## src/rtl/seven_seg_rx.sv

```systemverilog
// Snoops a two-digit multiplexed seven-segment display and recovers the shown byte,
// decimal points, illegal-pattern events and a staleness flag.
module seven_seg_rx #(
  parameter int SETTLE  = 4,
  parameter int TIMEOUT = 1024,
  parameter int TO_W    = 16
) (
  input  logic       clk,
  input  logic       rst_n,
  input  logic [1:0] cc_in,
  input  logic [6:0] an_in,
  input  logic       dp_in,
  output logic [7:0] d_out,
  output logic [1:0] dp_out,
  output logic       frame_valid,
  output logic       changed,
  output logic       seg_err,
  output logic [7:0] err_cnt,
  output logic       stale
);

  localparam int CNT_W = $clog2(SETTLE + 1);

  typedef enum logic [1:0] {SEL_NONE, SEL_HI, SEL_LO} sel_t;
  typedef enum logic [1:0] {S_IDLE, S_SETTLE, S_HELD} state_t;

  logic [1:0]      cc_s1, cc_s2;
  logic [6:0]      an_s1, an_s2;
  logic            dp_s1, dp_s2;
  sel_t            sel, sel_q;
  logic [6:0]      an_q;
  logic            dp_q;
  logic            diff_in;
  state_t          state, state_nxt;
  logic [CNT_W-1:0] cnt, cnt_nxt;
  logic            accept;
  logic            legal;
  logic [3:0]      nib;
  logic [3:0]      stg_hi, stg_lo;
  logic            dp_hi, dp_lo;
  logic            got_hi, got_lo;
  logic            assemble;
  logic [TO_W-1:0] to_cnt, to_nxt;

  // Two-flop synchronizers plus the previous-sample copy used for change detection.
  // NOTE: sequential state uses non-blocking (<=) so every flop samples pre-edge values.
  always_ff @(posedge clk) begin
    if (!rst_n) begin
      cc_s1 <= '0; cc_s2 <= '0;
      an_s1 <= '0; an_s2 <= '0;
      dp_s1 <= 1'b0; dp_s2 <= 1'b0;
      sel_q <= SEL_NONE; an_q <= '0; dp_q <= 1'b0;
    end else begin
      cc_s1 <= cc_in; cc_s2 <= cc_s1;
      an_s1 <= an_in; an_s2 <= an_s1;
      dp_s1 <= dp_in; dp_s2 <= dp_s1;
      sel_q <= sel;   an_q  <= an_s2; dp_q <= dp_s2;
    end
  end

  // NOTE: every combinational output gets a default first, so no latch can be inferred.
  always_comb begin
    sel = SEL_NONE;
    unique case (cc_s2)
      2'b01:   sel = SEL_HI;
      2'b10:   sel = SEL_LO;
      default: sel = SEL_NONE;
    endcase
  end

  assign diff_in = (sel != sel_q) || (an_s2 != an_q) || (dp_s2 != dp_q);

  always_ff @(posedge clk) begin
    if (!rst_n) begin
      state <= S_IDLE;
      cnt   <= '0;
    end else begin
      state <= state_nxt;
      cnt   <= cnt_nxt;
    end
  end

  // The change cycle counts as the first stable sample; the SETTLE-th one accepts.
  always_comb begin
    state_nxt = state;
    cnt_nxt   = cnt;
    accept    = 1'b0;
    if (diff_in) begin
      state_nxt = (sel == SEL_NONE) ? S_IDLE : S_SETTLE;
      cnt_nxt   = (sel == SEL_NONE) ? '0 : CNT_W'(1);
    end else if (state == S_SETTLE) begin
      if (cnt == CNT_W'(SETTLE - 1)) begin
        accept    = 1'b1;
        state_nxt = S_HELD;
        cnt_nxt   = CNT_W'(SETTLE);
      end else begin
        cnt_nxt = cnt + CNT_W'(1);
      end
    end
  end

  always_comb begin
    legal = 1'b1;
    nib   = 4'h0;
    case (an_s2)
      7'h3F: nib = 4'h0;  7'h06: nib = 4'h1;  7'h5B: nib = 4'h2;  7'h4F: nib = 4'h3;
      7'h66: nib = 4'h4;  7'h6D: nib = 4'h5;  7'h7D: nib = 4'h6;  7'h07: nib = 4'h7;
      7'h7F: nib = 4'h8;  7'h6F: nib = 4'h9;  7'h77: nib = 4'hA;  7'h7C: nib = 4'hB;
      7'h58: nib = 4'hC;  7'h5E: nib = 4'hD;  7'h79: nib = 4'hE;  7'h71: nib = 4'hF;
      default: legal = 1'b0;
    endcase
  end

  assign assemble = got_hi & got_lo;

  // Only a legal accept proves the display is alive; illegal ones let the count run on.
  always_comb begin
    if (accept && legal)                to_nxt = '0;
    else if (to_cnt == TO_W'(TIMEOUT))  to_nxt = to_cnt;
    else                                to_nxt = to_cnt + TO_W'(1);
  end

  always_ff @(posedge clk) begin
    if (!rst_n) begin
      stg_hi <= '0; stg_lo <= '0;
      dp_hi  <= 1'b0; dp_lo <= 1'b0;
      got_hi <= 1'b0; got_lo <= 1'b0;
      d_out  <= '0; dp_out <= '0;
      frame_valid <= 1'b0; changed <= 1'b0;
      seg_err <= 1'b0; err_cnt <= '0;
      to_cnt <= '0; stale <= 1'b0;
    end else begin
      frame_valid <= assemble;
      changed     <= assemble && ({stg_hi, stg_lo, dp_hi, dp_lo} != {d_out, dp_out});
      seg_err     <= accept && !legal;
      to_cnt      <= to_nxt;
      // stale survives a lone accept and clears only when a whole frame lands.
      stale       <= !assemble && (stale || (to_nxt == TO_W'(TIMEOUT)));
      if (accept && !legal && err_cnt != 8'hFF) err_cnt <= err_cnt + 8'd1;
      if (accept && legal) begin
        if (sel == SEL_HI) begin
          stg_hi <= nib; dp_hi <= dp_s2; got_hi <= 1'b1;
        end else begin
          stg_lo <= nib; dp_lo <= dp_s2; got_lo <= 1'b1;
        end
      end
      if (assemble) begin
        d_out  <= {stg_hi, stg_lo};
        dp_out <= {dp_hi, dp_lo};
        got_hi <= 1'b0;
        got_lo <= 1'b0;
      end
    end
  end

endmodule

```

## config.mk

```make
export PLATFORM = sky130hd
export DESIGN_NAME = seven_seg_rx
export DESIGN_NICKNAME = d
export VERILOG_FILES = /design/src/rtl/seven_seg_rx.sv
export SDC_FILE = /design/constraint.sdc
export NUM_CORES = 1
export LEC_CHECK = 0
export BUFFER_PORTS_ARGS = -buffer_cell sky130_fd_sc_hd__buf_2
export CAP_MARGIN = 20
export CORE_ASPECT_RATIO = 1.4
export CORE_MARGIN = 1.5
export CORE_UTILIZATION = 30
export DETAILED_ROUTE_END_ITERATION = 7
export PLACE_DENSITY = 0.58
export SKIP_CTS_REPAIR_TIMING = 1
export SYNTH_ARGS = -nofsm -noshare
export SYNTH_HDL_FRONTEND = slang
export SYNTH_SLANG_ARGS = --single-unit
```

## constraint.sdc

```tcl
create_clock -name clk -period 2.3 [get_ports clk]
set_clock_uncertainty 0.1 [all_clocks]
set_input_delay 0.575 -clock clk [delete_from_list [all_inputs] [get_ports clk]]
set_output_delay 0.575 -clock clk [all_outputs]
set_load 0.05 [all_outputs]
```

==> results of run 1 <==
==> final timing paths <==
path / endpoint / cells after the start
setup reg to reg: stg_hi[0] / 7
hold reg to reg: an_s2[3] / 1
hold / removal: an_s2[3] / 1
setup / recovery: stg_hi[0] / 7
==> cell type report <==
type	instances	area, um^2	area share, %
inverter	12	45.0	0.949
timing repair buffer	64	410	8.65
multi-input combinational	305	2110	44.5
tap	153	191	4.03
clock inverter	6	46.3	0.975
clock buffer	10	229	4.82
sequential	85	1710	36.1
==> sequential cells by signal, indices dropped and copies added, names as in the netlist, 2 cells and up <==
signal / count
to_cnt: 16
d_out: 8
an_s2: 7
state: 2
dp_out: 2
cc_s2: 2
cnt: 3
stg_lo: 4
an_s1: 7
err_cnt: 8
an_q: 7
sel_q: 2
cc_s1: 2
stg_hi: 4
==> metrics by stage <==
step	setup WS [ns]	power [mW]	hold slack [ns]	util (%)
after global routing	-0.0117	3.20	0.328	36.9
after CTS	-0.0695	3.09	0.328	36.1
final	0.114	3.05	0.332	36.9
after global placement	0.00670	1.74	0.316	34.0
after floorplan	0.188	1.68	0.312	-
after detailed placement	-0.0606	1.74	0.317	34.0
==> cell usage in the layout (no fill, tap or decap), drive strengths merged, types with 2 or more instances in the layout <==
master | synthesis | layout
nor3 | 10 | 10
mux2i | 6 | 6
o211ai | 6 | 6
nand4 | 16 | 16
or3 | 7 | 7
o21a | 2 | 2
and3 | 9 | 9
xnor2 | 29 | 29
a21oi | 14 | 14
nand2 | 28 | 28
a22o | 10 | 10
nor4b | 3 | 3
nand2b | 3 | 3
ha | 7 | 7
clkbuf | 18 | 10
o22ai | 2 | 2
nand4b | 2 | 2
and2 | 31 | 31
nor2 | 35 | 35
nor3b | 2 | 2
a211oi | 2 | 2
o21ai | 18 | 18
nand4bb | 2 | 2
a311oi | 2 | 2
nor2b | 3 | 3
nand3 | 17 | 17
xor2 | 11 | 11
nand3b | 2 | 2
nor4 | 3 | 3
clkinvlp | 0 | 2
a22oi | 2 | 2
or3b | 2 | 2
dfxtp | 85 | 85
buf | 11 | 64
inv | 12 | 15
a31oi | 2 | 2
==> logic make-up after synthesis <==
logic type      after synthesis  synth area share, %
compound gates               72                 12.9
simple gates                179                 25.5
fa+ha+maj                     7                 2.20
mux                           7                 1.80
xor+xnor                     40                 9.48
buf+inv                      41                 5.32
flops                        85                 42.8
==> metal layers <==
layer / part of all wire (%) / vias up
met4: 2.5 / 0
met5: 0 / -
met3: 3.9 / 17
met2: 49 / 73
met1: 44 / 1483
li1: - / 1603
==> synth_stat cells, types with 2 or more instances <==
| cell type | number | area, um^2 |
|---|---|---|
| nor3b_1 | 2 | 15.0 |
| o21ai_1 | 5 | 25.0 |
| nor2b_1 | 3 | 18.8 |
| nand4bb_1 | 2 | 22.5 |
| a31oi_1 | 2 | 12.5 |
| o22ai_1 | 2 | 12.5 |
| buf_4 | 3 | 22.5 |
| o21a_1 | 2 | 15.0 |
| dfxtp_1 | 85 | 1700 |
| nor4b_1 | 3 | 26.3 |
| mux2i_1 | 6 | 60.1 |
| or3_1 | 7 | 43.8 |
| nand4_2 | 3 | 37.5 |
| inv_1 | 12 | 45.0 |
| o211ai_1 | 6 | 45.0 |
| nand2_1 | 28 | 105 |
| xnor2_1 | 27 | 236 |
| and2_1 | 31 | 194 |
| a211oi_1 | 2 | 15.0 |
| nor4_1 | 2 | 12.5 |
| nand3b_1 | 2 | 15.0 |
| nand4_1 | 13 | 81.3 |
| nand2b_1 | 3 | 18.8 |
| and3_1 | 8 | 50.1 |
| a21oi_1 | 13 | 65.1 |
| nor3_1 | 10 | 50.1 |
| nor2_1 | 34 | 128 |
| clkbuf_1 | 18 | 67.6 |
| a22oi_1 | 2 | 15.0 |
| xor2_1 | 11 | 96.3 |
| nand4b_1 | 2 | 17.5 |
| buf_6 | 6 | 67.6 |
| a22o_1 | 10 | 87.6 |
| ha_1 | 7 | 87.6 |
| o21ai_0 | 12 | 60.1 |
| nand3_1 | 17 | 85.1 |
==> critical path, delay by kind of cell, from the launching register on <==
kind	cells	cell delay, ns
AO/OA/AOI/OAI	4	0.54
buffers and inverters	1	0.16
flip-flops	1	0.41
AND/OR/NAND/NOR	2	0.84
==> power breakdown <==
part           internal (mW)  total, mW  switching [mW]
logic                 0.0902      0.180          0.0899
registers               1.50       1.53          0.0316
clock network          0.741       1.33           0.593
==> metrics.md, run 1 <==
| Metric | Value |
|---|---|
| Outcome | `completed` |
| Sequential area share after synthesis | `42.8%` |
| Synth async-reset ratio | `0%` |
| CTS tree | `yes` |
| Clock buffer depth | `2` |
| Final Hold Fails | `0` |
| Grt met1 use | `15.5%` |
| Post-Syn Area | `0.00397 mm^2` |
| Distinct cells, synth | `66` |
| Clock tree sinks | `85` |
| Die span in y | `139 um` |
| Placed insts | `615` |
| First-pass GRT wire length | `roughly 14 mm` |
| Vias | `3,176` |
| Critical-path cell list | `or4b_1 -> a21oi_2 -> a221oi_4 -> and2_2 -> buf_4 -> o211ai_1 -> o21ai_1` |
| Num CTS Buffers | `9` |
| Antenna Nets Post-Route | `0` |
| Syn_area_per_cell | `9.22 um^2` |
| Leak | `1.79 nW` |
| Root buffer cell | `clkbuf_16` |
| Final setup vio count | `0` |
| DRT Pass-1 Iters | `4` |
| Initial antenna violation count | `0` |
| Ys Warns | `0` |
| Hold Crit Start | `an_s1[3]` |
| GR Overflow Total | `0` |
| Die Area | `0.0140 mm^2` |
| Worst slew pin tran | `0.446 ns` |
| Number of diodes | `0` |
| Post-route cell area | `0.00475 mm^2` |
| M2 GR Usage | `20.7%` |
| Post-Layout Cell Count | `635` |
| Peak Freq | `around 460 MHz` |
| Maximum fanout along the worst path | `14` |
| Max Slew Vio Count | `0` |
| Crit path max-delay cell type | `or4b_1` |
| Post-synthesis sequential element count | `85` |
| Row Count | `just under 50` |
| R2r startpoint | `an_s2[2]` |
| Met3 usage | `2.92%` |
| Layout fillers | `between 1,000 and 1,500` |
| DRC Markers | `0` |
| Synth Flop Type | `dfxtp_1` |
| Setup TNS | `0 ns` |
| Ports | `34` |
| Layout area overhead | `19.5%` |
| Drt wl/cell | `roughly 13 um` |
| Initial core utilization | `30.9%` |
| Vias per cell | `5.00` |
| NumNets Final | `496` |
| Syn Nets | `between 400 and 500` |
| Maximum vdd drop | `0.358 mV` |
| Worst Setup End Kind | `flip-flop` |
| Htree depth | `3` |
| Vias in the first global route | `3,044` |
| Die X | `100 um` |
| Slew margin rel. | `70.0%` |
| Reg-to-reg slack, setup | `~0.11 ns` |
| Worst-Skew Late Latency | `0.34 ns` |
| EDFF count, synth | `0` |
| Startpoint class of the critical path | `flip-flop` |
| GP Congestion | `0.847` |
| Final min period | `2.19 ns` |
| Crit. Startpoint | `an_s2[2]` |
| Gr busiest metal | `met2` |
| Core area | `between 0.01 and 0.015 mm^2` |
| Max_cap viols | `0` |
| Pwr/cell area | `642 mW/mm^2` |
| Worst EP required | `2.41 ns` |
| Crit path kind | `reg2reg` |
| Tcrit/Tclk final | `95.1%` |
| Number of I/O port buffers | `33` |
| Dpl hpwl | `5.96 mm` |
| Layout cell share with drive strength beyond 1 | `22.6%` |
| Arrival time worst endpoint | `2.30 ns` |
| Syn Inst Count | `between 400 and 500` |
| GRT Resource Usage Total | `12.7%` |
| Post-DP Area | `0.00438 mm^2` |
| Slowest stage delay, CP | `0.54 ns` |
| Initial DRC count | `135` |
| Pin count of the biggest net entering global routing | `24` |
| Worst min path class | `reg2reg` |
| Final WL | `8.24 mm` |
| Clock transition at path regs | `0.06 ns` |
Note: power is estimated with default switching activity, not from simulation.
==> run 2: changes to the inputs <==
--- a/config.mk
+++ b/config.mk
@@ -5,13 +5,15 @@
 export SDC_FILE = /design/constraint.sdc
 export NUM_CORES = 1
 export LEC_CHECK = 0
+export ABC_AREA = 1
 export BUFFER_PORTS_ARGS = -buffer_cell sky130_fd_sc_hd__buf_2
 export CAP_MARGIN = 20
 export CORE_ASPECT_RATIO = 1.4
 export CORE_MARGIN = 1.5
 export CORE_UTILIZATION = 30
 export DETAILED_ROUTE_END_ITERATION = 7
-export PLACE_DENSITY = 0.58
+export HOLD_SLACK_MARGIN = 0.06
+export PLACE_DENSITY = 0.59
 export SKIP_CTS_REPAIR_TIMING = 1
 export SYNTH_ARGS = -nofsm -noshare
 export SYNTH_HDL_FRONTEND = slang
==> metrics.md, run 2 <==
| Metric | Value |
|---|---|
| Outcome | `completed` |
| Slew margin rel. | `71.9%` |
| Most flops, register | `to_cnt` |
| CTS tree | `yes` |
| Slowest stage delay, CP | `roughly 0.34 ns` |
| Top cell type's share of synthesized area | `45.0%` |
| Crit path max-delay cell type | `dfxtp_1` |
| NumNets Final | `565` |
| Dpl hpwl | `5.76 mm` |
| Post-synthesis sequential element count | `85` |
| Distinct cells, synth | `35` |
| Antenna Nets Post-Route | `0` |
| Number of I/O port buffers | `33` |
| Synth top cells by count | `119 x nand2_1, 85 x dfxtp_1, 75 x inv_1` |
| Syn_area_per_cell | `between 7 and 8 um^2` |
| R2r startpoint | `cc_s2[1]` |
| Pin count of the biggest net entering global routing | `29` |
| GP Congestion | `around 0.8` |
| RSZ-0062 raised after global routing | `no` |
| Core area | `approximately 0.012 mm^2` |
| Root buffer cell | `clkbuf_16` |
| Number of diodes | `0` |
| Initial antenna violation count | `0` |
| Clock transition at path regs | `0.06 ns` |
| First-pass GRT wire length | `~13 mm` |
| Die Area | `0.0133 mm^2` |
| Worst EP required | `2.42 ns` |
| Worst slew pin tran | `0.418 ns` |
| Initial core utilization | `30.7%` |
| Worst path bufs/invs | `2` |
| Post-route cell area | `approximately 0.0044 mm^2` |
| DRT Pass-1 Iters | `5` |
| Final WL | `~7.7 mm` |
| Clock tree sinks | `85` |
| GR Overflow Total | `0` |
| Most frequent cells in the layout | `119 x nand2_1, 85 x dfxtp_1, 75 x inv_1, 64 x nor2_1, 33 x buf_2` |
| Worst min path class | `reg2reg` |
| Maximum fanout along the worst path | `10` |
| Drt wl/cell | `11.0 um` |
| Htree depth | `3` |
| Post-DP Area | `0.00409 mm^2` |
| Vias in the first global route | `3,001` |
| Reg-to-reg slack, setup | `roughly 0.25 ns` |
| Arrival time worst endpoint | `2.18 ns` |
| Clock buffer depth | `2` |
| Initial DRC count | `130` |
| Sequential area share after synthesis | `45.0%` |
| Post-Syn Area | `0.00378 mm^2` |
| Tcrit/Tclk final | `89.3%` |
| Maximum vdd drop | `around 0.36 mV` |
| Critical R2R Capture | `stg_hi[2]` |
| Die X | `97.8 um` |
| Layout cell share with drive strength beyond 1 | `12.2%` |
| Ys Warns | `0` |
| Layout fillers | `1,294` |
| Hold Path Sink | `an_s2[6]` |
| Final Hold Fails | `0` |
| Max Slew Vio Count | `0` |
| Die span in y | `136 um` |
| Syn Inst Count | `510` |
| Peak Freq | `487 MHz` |
| WHS Path Cells | `2` |
| Final setup vio count | `0` |
| Reg2Reg Depth | `10` |
| Crit path kind | `reg2reg` |
| Max_cap viols | `0` |
| Synth async-reset ratio | `0%` |
| Final min period | `2.05 ns` |
| Vias | `3,131` |
| Hold Crit Start | `an_s1[6]` |
| Critical-path cell list | `inv_1 -> ha_1 -> xor2_1 -> nor2_1 -> nand3_1 -> nor3_4 -> buf_4 -> nand3_2 -> o21ai_0 -> a21oi_1` |
| Commonest non-fill, non-tap cell in the layout | `nand2_1` |
| Max FFs per register | `16` |
| Most frequent cell after synthesis | `nand2_1` |
| Layout area overhead | `16.8%` |
| Setup TNS | `0 ns` |
| Worst Setup End Kind | `flip-flop` |
| Leak | `roughly 2.1 nW` |
| Num CTS Buffers | `9` |
| Pwr/cell area | `721 mW/mm^2` |
| Largest cells by area after synthesis | `dfxtp_1 45%, nand2_1 12%, inv_1 7.5%` |
| Row Count | `48` |
| Ports | `34` |
| Worst-Skew Late Latency | `0.33 ns` |
| GRT Resource Usage Total | `12.4%` |
| Startpoint class of the critical path | `flip-flop` |
| Syn Nets | `529` |
| Synth Flop Type | `dfxtp_1` |
| Top delay family on crit path | `simple AND/OR/NAND/NOR gates` |
| Final core occ | `35.8%` |
| Regs by FF count | `to_cnt: 16 flops, d_out: 8 flops, err_cnt: 8 flops` |
| Final Power | `3.18 mW` |
| EDFF count, synth | `0` |
| Area leader, netlist | `dfxtp_1` |
| DRC Markers | `0` |
| Vias per cell | `4.47` |
==> run 2: changes by cell type after synthesis, sizes merged, moves of 10 or more <==
cell and delta:
nor2 +33, a21oi +10, xnor2 -16, a22o -10, nand3 +10, and2 -31, nand2 +91, clkbuf -11
inv +65
==> run 2: stage by stage <==
| step | std cells | hold slack, ns | worst slack [ns] |
|---|---|---|---|
| floorplan | 510 | 0.290 | 0.262 |
| global placement | 685 | 0.295 | 0.300 |
| global route | 701 | 0.315 | 0.00315 |
| CTS | 701 | 0.309 | 0.231 |
| finish | 701 | 0.310 | 0.246 |
| detailed placement | 685 | 0.295 | 0.243 |
==> run 2: logic make-up after synthesis <==
family / after synthesis / synth area share [%]
and+or+nand+nor: 241 / 27.5
buffers and inverters: 92 / 9.94
DFF: 85 / 45.0
AOI/OAI and AO/OA: 54 / 7.98
xor gates and xnor gates: 31 / 7.19
adders and majority gates: 7 / 2.32
==> run 2: routing by layer <==
layer  routed length [um]  part of all wire, %  vias to the layer above  track usage [%]
met3                  294                  3.8                       12             3.51
met4                  160                  2.1                        0             5.71
met1                 3430                   44                     1393             14.1
li1                     -                    -                     1668                -
met2                 3840                   50                       58             21.4
met5                    0                    0                        -                0
==> run 2: cell type report <==
cell class                      count  area (um^2)  share of cell area [%]
Multi-Input combinational cell    333         1710                    38.7
Sequential cell                    85         1700                    38.6
Inverter                           79          298                    6.75
Clock buffer                       10          229                    5.19
Timing Repair Buffer               38          203                    4.59
Tap cell                          150          188                    4.25
Clock inverter                      6         87.6                    1.99
==> run 2: worst max path at each step <==
stage                 endpoint  cells past startpoint        from
finish               stg_hi[2]                     10    cc_s2[1]
global route         stg_lo[3]                     10    cc_s2[1]
CTS                  stg_hi[2]                     10    cc_s2[1]
detailed placement   stg_hi[2]                     10    cc_s2[1]
global placement     to_cnt[3]                      9    an_s2[4]
floorplan           err_cnt[0]                      7  err_cnt[0]
==> run 2: power breakdown <==
part           internal (mW)  total [mW]  switching (mW)  leakage [nW]
logic                 0.0475       0.132          0.0843          1.29
registers               1.50        1.52          0.0217         0.691
clock network          0.951        1.53           0.577         0.156
==> run 2: worst reg2reg max path, cell delays in order (launching register included) <==
cell and delay (ns):
dfxtp_1 0.34, inv_1 0.05, ha_1 0.22, xor2_1 0.18, nor2_1 0.11, nand3_1 0.15, nor3_4 0.18, buf_4 0.16
nand3_2 0.18, o21ai_0 0.23, a21oi_1 0.06
